`src/rtl/pixel_pack_out.sv`:
```
// pixel_pack_out: packs a valid-only pixel stream into words and buffers them in a FIFO toward a ready/valid sink.
// Define PIXEL_PACK_MSB_FIRST_EN to place the first pixel of a word in the most significant position.
module pixel_pack_out #(
    parameter int DATA_WIDTH   = 1,
    parameter int OUT_WIDTH    = 8,
    parameter int DEPTH        = 16,
    parameter int AFULL_THRESH = 12
) (
    input  logic                  i_clk,
    input  logic                  i_rstn,
    input  logic [DATA_WIDTH-1:0] i_data,
    input  logic                  i_data_valid,
    input  logic                  i_flush,
    output logic [OUT_WIDTH-1:0]  o_data,
    output logic                  o_data_valid,
    input  logic                  i_data_ready,
    output logic                  o_prog_full,
    output logic                  o_overflow
);
    localparam int K  = OUT_WIDTH / DATA_WIDTH;
    localparam int BW = K > 1 ? $clog2(K) : 1;
    localparam int AW = $clog2(DEPTH);
    localparam int CW = $clog2(DEPTH + 1);

    logic [BW-1:0]        beat, pos;
    logic [OUT_WIDTH-1:0] pack, word;
    logic [OUT_WIDTH-1:0] mem [DEPTH];
    logic [AW-1:0]        wr_ptr, rd_ptr;
    logic [CW-1:0]        count;
    logic                 last, push, pop, full, wr_en;

`ifdef PIXEL_PACK_MSB_FIRST_EN
    assign pos = BW'(K - 1) - beat;
`else
    assign pos = beat;
`endif

    // pack holds zeros in unfilled slots, so a flushed word is padded for free
    assign word  = i_data_valid ? pack | (OUT_WIDTH'(i_data) << (int'(pos) * DATA_WIDTH)) : pack;
    assign last  = i_data_valid && beat == BW'(K - 1);
    assign push  = last || (i_flush && (beat != '0 || i_data_valid));
    assign full  = count == CW'(DEPTH);
    assign pop   = count != '0 && i_data_ready;
    assign wr_en = push && (!full || pop);

    always_ff @(posedge i_clk) begin
        if (!i_rstn) begin
            beat       <= '0;
            pack       <= '0;
            wr_ptr     <= '0;
            rd_ptr     <= '0;
            count      <= '0;
            o_overflow <= 1'b0;
        end else begin
            beat   <= push ? '0 : beat + BW'(i_data_valid);
            pack   <= push ? '0 : word;
            wr_ptr <= wr_ptr + AW'(wr_en);
            rd_ptr <= rd_ptr + AW'(pop);
            count  <= count + CW'(wr_en) - CW'(pop);
            if (push && !wr_en)
                o_overflow <= 1'b1;
        end
    end

    always_ff @(posedge i_clk) begin
        if (i_rstn && wr_en)
            mem[wr_ptr] <= word;
    end

    assign o_data_valid = count != '0;
    assign o_data       = o_data_valid ? mem[rd_ptr] : '0;
    assign o_prog_full  = count >= CW'(AFULL_THRESH);
endmodule

```
`config.mk`:
```
export PLATFORM = sky130hd
export DESIGN_NAME = pixel_pack_out
export DESIGN_NICKNAME = d
export VERILOG_FILES = /design/src/rtl/pixel_pack_out.sv
export SDC_FILE = /design/constraint.sdc
export NUM_CORES = 1
export LEC_CHECK = 0
export ABC_AREA = 1
export BUFFER_PORTS_ARGS = -buffer_cell sky130_fd_sc_hd__buf_2
export CAP_MARGIN = 20
export CORE_MARGIN = 2
export CORE_UTILIZATION = 62
export CTS_CLUSTER_SIZE = 16
export DETAILED_ROUTE_END_ITERATION = 10
export GPL_ROUTABILITY_DRIVEN = 0
export GPL_TIMING_DRIVEN = 1
export HOLD_SLACK_MARGIN = 0.12
export PLACE_DENSITY_LB_ADDON = 0.08
export SLEW_MARGIN = 10
export SYNTH_ARGS = -nofsm -noshare
export SYNTH_HDL_FRONTEND = slang
export SYNTH_SLANG_ARGS = --single-unit
```
`constraint.sdc`:
```
create_clock -name i_clk -period 2.9 [get_ports i_clk]
set_input_delay 0.435 -clock i_clk [delete_from_list [all_inputs] [get_ports i_clk]]
set_output_delay 0.435 -clock i_clk [all_outputs]
set_load 0.1 [all_outputs]
```
==> summary.md, run 1 <==
| Metric | Value |
|---|---|
| Source of the worst hold timing path | `i_data` |
| Slew Viols, Final | `0` |
| Port Buffers | `16` |
| CP Launch Type | `flop` |
| ANT cells | `0` |
| TritonRoute pass-1 iters | `5` |
| CP cell instances | `inv_2, buf_12, nand2_1, nand3_1, nand3_1, nand2_1, nand2_1, a21oi_1, buf_12` |
| Max incr delay on CP | `410 ps` |
| Library cells used by synthesis | `25` |
| CP delay by family, top | `buffers and inverters` |
| Skew final | `8.10 ps` |
| WP buf/inv | `3` |
| Synth Area in Adders | `3.01%` |
| Reg-to-reg startpoint | `count[2]` |
| Setup ws final | `138 ps` |
| Clock Path Buffers | `2` |
| Layout Utilization | `73.0%` |
| Min-Delay Endpoint | `pack[7]` |
| NumNets Final | `649` |
| Rel. slew slack | `56.0%` |
| Synthesized area | `6470 um2` |
| Vias post-DR | `4,430` |
| Clk sinks | `153` |
| Critical Path Stages | `9` |
| Share of layout cells above drive strength 1 | `12.3%` |
| Final Hold Vio Count | `0` |
| Placement Cell Area | `6870 um2` |
| Initial antenna violation count | `0` |
| Remaining global-route overflow | `0` |
| Pwr/cell area | `963 nW/um2` |
| Worst Max-Slew Pin Slew | `660 ps` |
| Synth Net Count | `617` |
| # H-tree levels | `4` |
| Max Freq | `362 MHz` |
| Xor/xnor cell area share of the yosys netlist | `0.541%` |
| Synth Area in Simple Gates | `21.7%` |
| DRC Markers | `0` |
| Cells after Synth | `596` |
| Root Driver | `clkbuf_8` |
| Syn avg cell area | `10.9 um2` |
| HP Class | `in2reg` |
| Die height | `106 um` |
| Die Area | `11,300 um2` |
| Final setup violation count | `0` |
| YS warnings | `0` |
| HPWL after detailed placement | `8940 um` |
| Inst Count DP | `742` |
| CTS tree | `done` |
| Leakage | `2.95 nW` |
| Post-synthesis compound-gate area fraction | `2.53%` |
| Final setup TNS | `0 ps` |
| Peak VDD IR | `0.990 mV` |
| Slowest stage cell, crit path | `dfxtp_4` |
| Top_reg_cell synth | `edfxtp_1` |
| Critical Path AT | `2330 ps` |
| Status | `finished clean` |
| Area growth syn-to-layout | `15.3%` |
| Largest family of logic cells by synthesized area | `simple AND/OR/NAND/NOR gates` |
| EDFF count, synth | `128` |
| Setup WS pre-CTS | `287 ps` |
| Latest clock arrival within the worst-skew pair | `520 ps` |
| Final ANT Viol Nets | `0` |
| Post-route cell area | `7460 um2` |
| Largest net degree at the start of global routing | `49` |
| Area of the core | `10,200 um2` |
| Hold Path Stages | `3` |
| Final worst-path cycle share | `95.2%` |
| Max_cap viols | `0` |
| Worst EP required | `2470 ps` |
| Post-synthesis mux area share | `0%` |
| Vias per cell | `5.71` |
| Vias in the first global route | `4,412` |
| Cts hold-fix bufs | `0` |
| Finished Layout Cells | `776` |
| Reg-to-reg critical path endpoint | `count[4]` |
| Worst path most repeated cell | `nand2_1` |
| Final Critical Period | `2760 ps` |
| Crit Path Category | `reg2out` |
| Asr flop ratio synth | `0%` |
| Wire per inst | `18.6 um` |
| First-pass GRT wire length | `23,000 um` |
| Worst-path fanout max | `48` |
| I/O Pins | `17` |
| Endpoint class of the critical path | `primary output` |
| Final wirelength | `14,400 um` |
| RSZ-0062 raised after global routing | `no` |
| Clock Pin Slew Worst Setup and Hold Paths | `60 ps` |
| Placement Rows | `37` |
| Sequential area share after synthesis | `67.1%` |
| GRT Total Usage | `27.7%` |
| FF+latch count, synth | `153` |
| R2r setup slk | `230 ps` |
| CTS Buf Count | `17` |
| Worst r2r path cells | `15` |
| Die Width | `106 um` |
| Initial drt markers | `416` |
| Starting Density | `63.3%` |
## layout by cell type (no fill, tap or decap), types with 2 or more instances in the layout
master	Yosys	routed
bufinv_16	0	2
nand3_1	101	100
clkinvlp_4	0	5
nand2_1	179	179
clkinv_1	1	3
clkbuf_16	0	16
o21ai_0	4	3
a21oi_1	24	23
buf_12	0	12
buf_4	4	19
dfxtp_1	25	24
clkbuf_1	3	5
nor2_1	22	22
buf_2	15	8
edfxtp_1	128	128
clkinv_2	0	2
nor3_2	3	3
xnor2_1	4	4
nor3_1	16	16
inv_1	39	37
inv_2	2	2
ha_1	14	14
## routing by layer
| metal | vias up | GRT usage, % | routed length, um |
|---|---|---|---|
| li1 | 2102 | - | - |
| met4 | 0 | 11.0 | 348 |
| met3 | 31 | 5.58 | 962 |
| met1 | 2114 | 36.8 | 5980 |
| met5 | - | 0 | 0 |
| met2 | 183 | 45.0 | 7140 |
## flip-flops by register name, indices dropped and copies added (netlist names)
name / flops
mem: 128
count: 5
wr_ptr: 4
rd_ptr: 4
beat: 3
pack: 8
o_overflow: 1
## how the worst max path moves through the flow
stage / startpoint / endpoint / slack [ps]
2_1_floorplan: count[2] / count[4] / 10
3_3_place_gp: count[2] / count[4] / 390
3_5_place_dp: count[2] / count[4] / 290
4_1_cts: rd_ptr[0] / o_data[0] / 100
5_1_grt: rd_ptr[0] / o_data[7] / 20
6_report: rd_ptr[0] / o_data[7] / 140
## cell usage after synthesis, drive strengths merged (3+ instances only)
library cell | instances | area (um2)
nor3 | 19 | 110
a21oi | 24 | 120
xnor2 | 4 | 35.0
nor2 | 23 | 88.8
buf | 24 | 161
nand2 | 180 | 678
nand3 | 102 | 523
edfxtp | 128 | 3840
clkbuf | 3 | 11.3
ha | 14 | 175
o21ai | 5 | 36.3
inv | 41 | 154
dfxtp | 25 | 500
## report_power, final
part	switching (mW)	leakage, nW	total (mW)	internal (mW)
Sequential	0.0801	1.40	2.51	2.43
Combinational	1.84	1.29	2.66	0.824
Clock	0.803	0.254	2.01	1.21
## kinds of logic (layout without fill, tap and decap cells)
group           Yosys count  after routing
compound gates           30             30
xor+xnor                  4              4
fa+ha+maj                15             15
buf+inv                  69            113
flops                   153            153
simple gates            325            325
## what timing repair did
item / in CTS / in global routing
buffers inserted: 1 / 1
gates cloned: 1 / 0
endpoints found under the setup margin: 7 / 5
gates resized for setup: 3 / 1
## per-stage QoR
stage / hold slack (ps) / total power [mW]
5_1_grt: 270 / 7.52
4_1_cts: 212 / 7.17
6_report: 228 / 7.19
2_1_floorplan: 439 / 4.37
3_5_place_dp: 457 / 5.14
3_3_place_gp: 453 / 5.08
## worst min-delay path, stage by stage
cell	delay [ps]
buf_2	100
a21oi_1	80
nor2_1	100
## cell type report
class | count | area (um2)
inverters | 42 | 165
repair inverters | 1 | 7.51
fillers | 702 | 2770
multi-input cells | 374 | 1820
repair buffers | 39 | 423
well taps | 136 | 170
clock buffers | 22 | 433
flip-flops and latches | 153 | 4350
clock inverters | 9 | 101
Power figures use the tool's default switching activity.
==> inputs of run 2 (changes only) <==
- CORE_UTILIZATION: 62 -> 64
- CTS_BUF_LIST: default -> sky130_fd_sc_hd__clkbuf_8
- CTS_CLUSTER_SIZE: 16 -> default
- SETUP_SLACK_MARGIN: default -> 0.5
==> summary.md, run 2 (synthesis gave the netlist of run 1 again) <==
| Metric | Value |
|---|---|
| Status | `finished clean` |
| Worst EP required | `2470 ps (about the same)` |
| Max reg flops | `128 (unchanged)` |
| Final worst-path cycle share | `86.1% (-9.1 points)` |
| NumNets Final | `663 (+2.2%)` |
| Max_cap viols | `0 (unchanged)` |
| Largest net degree at the start of global routing | `35 (-29%)` |
| Setup ws final | `402 ps (+265 ps)` |
| GRT Total Usage | `28.4% (+0.78 points)` |
| Setup WS pre-CTS | `380 ps (+93.3 ps)` |
| Final ANT Viol Nets | `0 (unchanged)` |
| Initial drt markers | `342 (-18%)` |
| Reg area | `4360 um2 (+0.23%)` |
| # H-tree levels | `4 (unchanged)` |
| Clk sinks | `153 (unchanged)` |
| Reg-to-reg startpoint | `count[2]` |
| Slew Viols, Final | `0 (unchanged)` |
| Final Hold Vio Count | `0 (unchanged)` |
| CP cell instances | `inv_8, buf_12, buf_16, nand2_4, nand3_2, nand3_2, nand2_1, nand2_1, a21oi_2, buf_12` |
| Vias in the first global route | `4,494 (+1.9%)` |
| Die Area | `10,900 um2 (-3.0%)` |
| Crit path launch | `rd_ptr[0]` |
| Area of the core | `9820 um2 (-4.0%)` |
| Remaining global-route overflow | `0 (unchanged)` |
| Largest Register | `mem` |
| Post-route cell area | `7880 um2 (+5.6%)` |
| Leakage | `3.12 nW (+5.9%)` |
| Area growth syn-to-layout | `21.7%` |
| Worst Max-Slew Pin Slew | `750 ps (+90.4 ps)` |
| Root Driver | `clkbuf_8` |
| Most common cell after layout, fill and taps aside | `nand2_1` |
| Multi-input gate area | `2080 um2 (+14%)` |
| Cts hold-fix bufs | `0 (unchanged)` |
| Final wirelength | `15,100 um (+4.7%)` |
| Layout fillers | `610 (-13%)` |
| HP Class | `in2reg` |
| Placement Rows | `36 (-2.7%)` |
| Layout Utilization | `80.2% (+7.3 points)` |
| First-pass GRT wire length | `23,200 um (+0.81%)` |
| DRC Markers | `0 (unchanged)` |
| Highest-count cells in the layout ignoring fill and taps | `nand2_1, edfxtp_1, nand3_1` |
| Pwr/cell area | `959 nW/um2 (-0.42%)` |
| Top flop regs | `mem (128), pack (8), count (5)` |
| Vias per cell | `5.83 (+2.1%)` |
| Latest clock arrival within the worst-skew pair | `450 ps (-70 ps)` |
| Critical Path AT | `2060 ps (-270 ps)` |
| RSZ-0062 raised after global routing | `yes` |
| Vias post-DR | `4,595 (+3.7%)` |
| Clock Pin Slew Worst Setup and Hold Paths | `70 ps (about the same)` |
| Max incr delay on CP | `430 ps (+20 ps)` |
| Endpoint class of the critical path | `primary output` |
| Die Width | `105 um (-1.5%)` |
| Starting Density | `65.9% (+2.7 points)` |
| Final Critical Period | `2500 ps (-265 ps)` |
| Port Buffers | `16 (unchanged)` |
| Source of the worst hold timing path | `i_data` |
| Peak VDD IR | `0.824 mV (-17%)` |
| TritonRoute pass-1 iters | `8 (+3)` |
| Rel. slew slack | `49.7% (-6.2 points)` |
| Clock Path Buffers | `2 (unchanged)` |
| CTS tree | `done` |
| Share of layout cells above drive strength 1 | `24.6% (+12 points)` |
| Final setup TNS | `0 ps (unchanged)` |
| Crit Path Category | `reg2out` |
| Placement Cell Area | `6910 um2 (+0.51%)` |
| Die height | `105 um (-1.5%)` |
| CTS Buf Count | `17 (unchanged)` |
| Initial antenna violation count | `0 (unchanged)` |
| Skew final | `13.6 ps (+5.51 ps)` |
| Slowest stage cell, crit path | `dfxtp_4` |
| HPWL after detailed placement | `8740 um (-2.2%)` |
| Wire per inst | `19.2 um (+3.1%)` |
| ANT cells | `0 (unchanged)` |
| CP Launch Type | `flop` |
| Max Freq | `400 MHz (+11%)` |
| I/O Pins | `17 (unchanged)` |
| Worst-path fanout max | `8 (-83%)` |
| Final setup violation count | `0 (unchanged)` |
| Hold slack | `299 ps (+70.8 ps)` |
## run 2: final cells by class
class	instances	area share, %
inverters	42	2.24
clock inverters	12	2.00
clock buffers	20	3.49
well taps	133	2.11
flip-flops and latches	153	55.3
repair buffers	53	8.42
repair inverters	1	0.0953
multi-input cells	374	26.3
## run 2: final timing paths
path,end,slack (ps),depth (start not counted)
max,o_data[2],400,10
max reg2reg,count[2],600,14
min,pack[7],300,3
min reg2reg,pack[5],470,2
## run 2: power by group
group	switching [mW]	internal, mW
sequential	0.0901	2.43
combinational	2.09	1.22
clock	0.736	0.992
total	2.91	4.64
## run 2: through the flow
stage / cells / power (mW)
2_1_floorplan: 596 / 4.46
3_3_place_gp: 739 / 5.13
3_5_place_dp: 739 / 5.20
4_1_cts: 785 / 7.28
5_1_grt: 788 / 7.89
6_report: 788 / 7.55
## run 2: critical path, delay by kind of cell (launching register included)
kind	cells	cell delay, ps
AO/OA/AOI/OAI	1	230
flip-flops	1	430
buffers and inverters	4	560
AND/OR/NAND/NOR	5	380
## run 2: layer usage
layer  global-route usage [%]  share of wire [%]
met1                     36.9                 39
met5                        0                  0
met4                     13.0                3.6
met2                     46.6                 50
met3                     5.86                7.5
## run 2: repair_timing
item                                   in CTS  in global routing
endpoints found under the hold margin       0                  0
pin swaps                                   7                 22
resized for setup                          33                 47
cloned                                      4                  2
setup endpoints to repair                   9                  9
setup buffers                              10                  1
==> inputs of run 3 (changes only) <==
--- a/config.mk
+++ b/config.mk
@@ -9,5 +9,4 @@
 export BUFFER_PORTS_ARGS = -buffer_cell sky130_fd_sc_hd__buf_2
 export CAP_MARGIN = 20
-export CORE_MARGIN = 2
 export CORE_UTILIZATION = 64
 export CTS_BUF_LIST = sky130_fd_sc_hd__clkbuf_8
==> constraint.sdc (replaced) <==
create_clock -name i_clk -period 2.9 [get_ports i_clk]
set_input_delay 0.435 -clock i_clk [delete_from_list [all_inputs] [get_ports i_clk]]
set_output_delay 0.435 -clock i_clk [all_outputs]
set_load 0.05 [all_outputs]
==> summary.md, run 3 (synthesis gave the netlist of run 1 again) <==
| Metric | Value |
|---|---|
| Final Critical Period | `2470 ps (-29.5 ps)` |
| CTS tree | `done` |
| Area of the core | `9770 um2 (-0.46%)` |
| Placement Cell Area | `6760 um2 (-2.2%)` |
| Final worst-path cycle share | `85.1% (-1.0 points)` |
| CTS Buf Count | `17 (unchanged)` |
| Root Driver | `clkbuf_8` |
| Layout Utilization | `82.2% (+1.9 points)` |
| HPWL after detailed placement | `8350 um (-4.4%)` |
| WP buf/inv | `4 (unchanged)` |
| Comb power frac | `43.4% (-0.3 points)` |
| Clock power frac | `21.5% (-1.4 points)` |
| Reg area | `4360 um2 (about the same)` |
| Worst-path fanout max | `8 (unchanged)` |
| Critical Path AT | `2030 ps (-30 ps)` |
| Placement Rows | `36 (unchanged)` |
| Post-route cell area | `8030 um2 (+1.9%)` |
| CP Launch Type | `flop` |
| Leakage | `3.19 nW (+2.3%)` |
| Worst r2r path cells | `15 (+1)` |
| Setup WS pre-CTS | `345 ps (-35.6 ps)` |
| Flop pwr share | `35.1% (+1.7 points)` |
| Area growth syn-to-layout | `24.0%` |
| First-pass GRT wire length | `22,400 um (-3.5%)` |
| Max reg flops | `128 (unchanged)` |
| Max incr delay on CP | `400 ps (-30 ps)` |
| Clock Path Buffers | `2 (unchanged)` |
| Crit path launch | `rd_ptr[0]` |
| Remaining global-route overflow | `0 (unchanged)` |
| HP Class | `in2reg` |
| Hold slack | `307 ps (+8.07 ps)` |
| Final Hold Vio Count | `0 (unchanged)` |
| Reg-to-reg startpoint | `beat[0]` |
| Pwr/cell area | `888 nW/um2 (-7.4%)` |
| Most common cell after layout, fill and taps aside | `nand2_1` |
| Worst path most repeated cell | `nand2_1` |
| Sw Ratio | `37.8% (-0.80 points)` |
| I/O Pins | `17 (unchanged)` |
| Clk sinks | `153 (unchanged)` |
| Layout fillers | `536 (-12%)` |
| Final wirelength | `17,000 um (+13%)` |
| Crit Path Category | `reg2out` |
| Clock Pin Slew Worst Setup and Hold Paths | `80 ps (about the same)` |
| Slowest stage cell, crit path | `dfxtp_4` |
| Largest net degree at the start of global routing | `35 (unchanged)` |
| Initial drt markers | `562 (+64%)` |
| Vias per cell | `6.09 (+4.4%)` |
| Top flop regs | `mem (128), pack (8), count (5)` |
| Share of layout cells above drive strength 1 | `27.5% (+2.9 points)` |
| Die height | `103 um (-1.9%)` |
| Status | `finished clean` |
| ANT cells | `0 (unchanged)` |
| CP cell instances | `buf_12, clkinv_16, buf_16, nand2_1, nand3_1, nand3_1, nand2_1, nand2_1, a21oi_2, buf_6` |
| DRC Markers | `0 (unchanged)` |
| # H-tree levels | `4 (unchanged)` |
| Endpoint class of the critical path | `primary output` |
| Reg-to-reg critical path endpoint | `count[4]` |
| Final setup TNS | `0 ps (unchanged)` |
| Die Area | `10,500 um2 (-3.8%)` |
| Worst EP required | `2470 ps (about the same)` |
| Sw Pwr | `2.69 mW (-7.5%)` |
| RSZ-0062 raised after global routing | `yes` |
| Setup ws final | `432 ps (+29.5 ps)` |
| Highest-count cells in the layout ignoring fill and taps | `nand2_1, edfxtp_1, nand3_1` |
| Skew final | `9.08 ps (-4.52 ps)` |
| Port Buffers | `16 (unchanged)` |
| Worst Setup EP | `o_data[3]` |
| Initial antenna violation count | `0 (unchanged)` |
| Starting Density | `66.2% (+0.30 points)` |
| TritonRoute pass-1 iters | `5 (-3)` |
| Final ANT Viol Nets | `0 (unchanged)` |
| Final setup violation count | `0 (unchanged)` |
| Max Freq | `405 MHz (+1.2%)` |
| Critical Path Stages | `10 (unchanged)` |
| Wire per inst | `21.3 um (+11%)` |
| P_int | `4.44 mW (-4.4%)` |
| Max_cap viols | `0 (unchanged)` |
| CP delay by family, top | `buffers and inverters` |
| Largest Register | `mem` |
| Die Width | `103 um (-1.9%)` |
| Worst Max-Slew Pin Slew | `808 ps (+57.4 ps)` |
| Rel. slew slack | `45.9% (-3.8 points)` |
| Vias in the first global route | `4,186 (-6.9%)` |
| NumNets Final | `674 (+1.7%)` |
| Multi-input gate area | `2120 um2 (+2.1%)` |
| Latest clock arrival within the worst-skew pair | `450 ps (about the same)` |
| GRT Total Usage | `30.2% (+1.8 points)` |
| Peak VDD IR | `0.804 mV (-2.5%)` |
| Slew Viols, Final | `0 (unchanged)` |
| R2r setup slk | `610 ps (about the same)` |
| Vias post-DR | `4,864 (+5.9%)` |
run 3: cell types whose count changed in the layout (fill, tap and decap cells not counted), moves of 3 or more:
cell and change:
nand3_1 -16, buf_4 +3, buf_6 +7, clkbuf_8 -3, buf_12 -8, nand3_2 +15
clkbuf_16 +6
run 3: final cells by class:
class | count | share of cell area [%]
timing repair inverter | 1 | 0.0935
tap | 133 | 2.07
sequential | 153 | 54.3
clock inverter | 15 | 1.70
multi-input combinational | 374 | 26.4
clock buffer | 17 | 2.91
inverter | 42 | 2.43
timing repair buffer | 64 | 10.1
run 3: layer usage:
layer	part of all wire [%]	GRT usage (%)	up-vias
li1	-	-	2157
met1	37	40.1	2294
met2	48	46.7	326
met3	10	8.61	87
met4	5.4	13.4	0
met5	0	0	-
run 3: power groups by stage:
stage                     registers (mW)  logic [mW]  clock network (mW)
after global routing                2.51        3.27                1.64
final                               2.50        3.10                1.53
after floorplan                     2.52        1.51                   0
after detailed placement            2.57        1.89                   0
after global placement              2.57        1.85                   0
after CTS                           2.51        2.37                1.52
run 3: what timing repair did:
item                                    in CTS  in global routing
hold buffers                                 0                  0
cloned                                       5                  9
endpoints found under the setup margin       9                  9
pin swaps                                    4                 33
setup buffers                                8                  9
gates resized for setup                     37                 72
run 3: worst min path at each step:
stage	slack [ps]	start	endpoint	depth (start not counted)
after floorplan	440	pack[7]	pack[7]	2
after global placement	450	pack[2]	pack[2]	2
after CTS	290	i_data	pack[7]	3
after detailed placement	460	o_overflow	o_overflow	2
final	310	i_data	pack[7]	3
after global routing	330	i_data	pack[7]	3
run 3: per-stage QoR:
stage | cells | total power, mW
after floorplan | 596 | 4.02
after global placement | 736 | 4.42
after detailed placement | 736 | 4.46
after CTS | 781 | 6.40
after global routing | 799 | 7.42
final | 799 | 7.13
run 3: worst min-delay path, delay by kind of cell:
kind            cells  cell delay (ps)
simple gates        1              100
compound gates      1               80
buf+inv             1              110
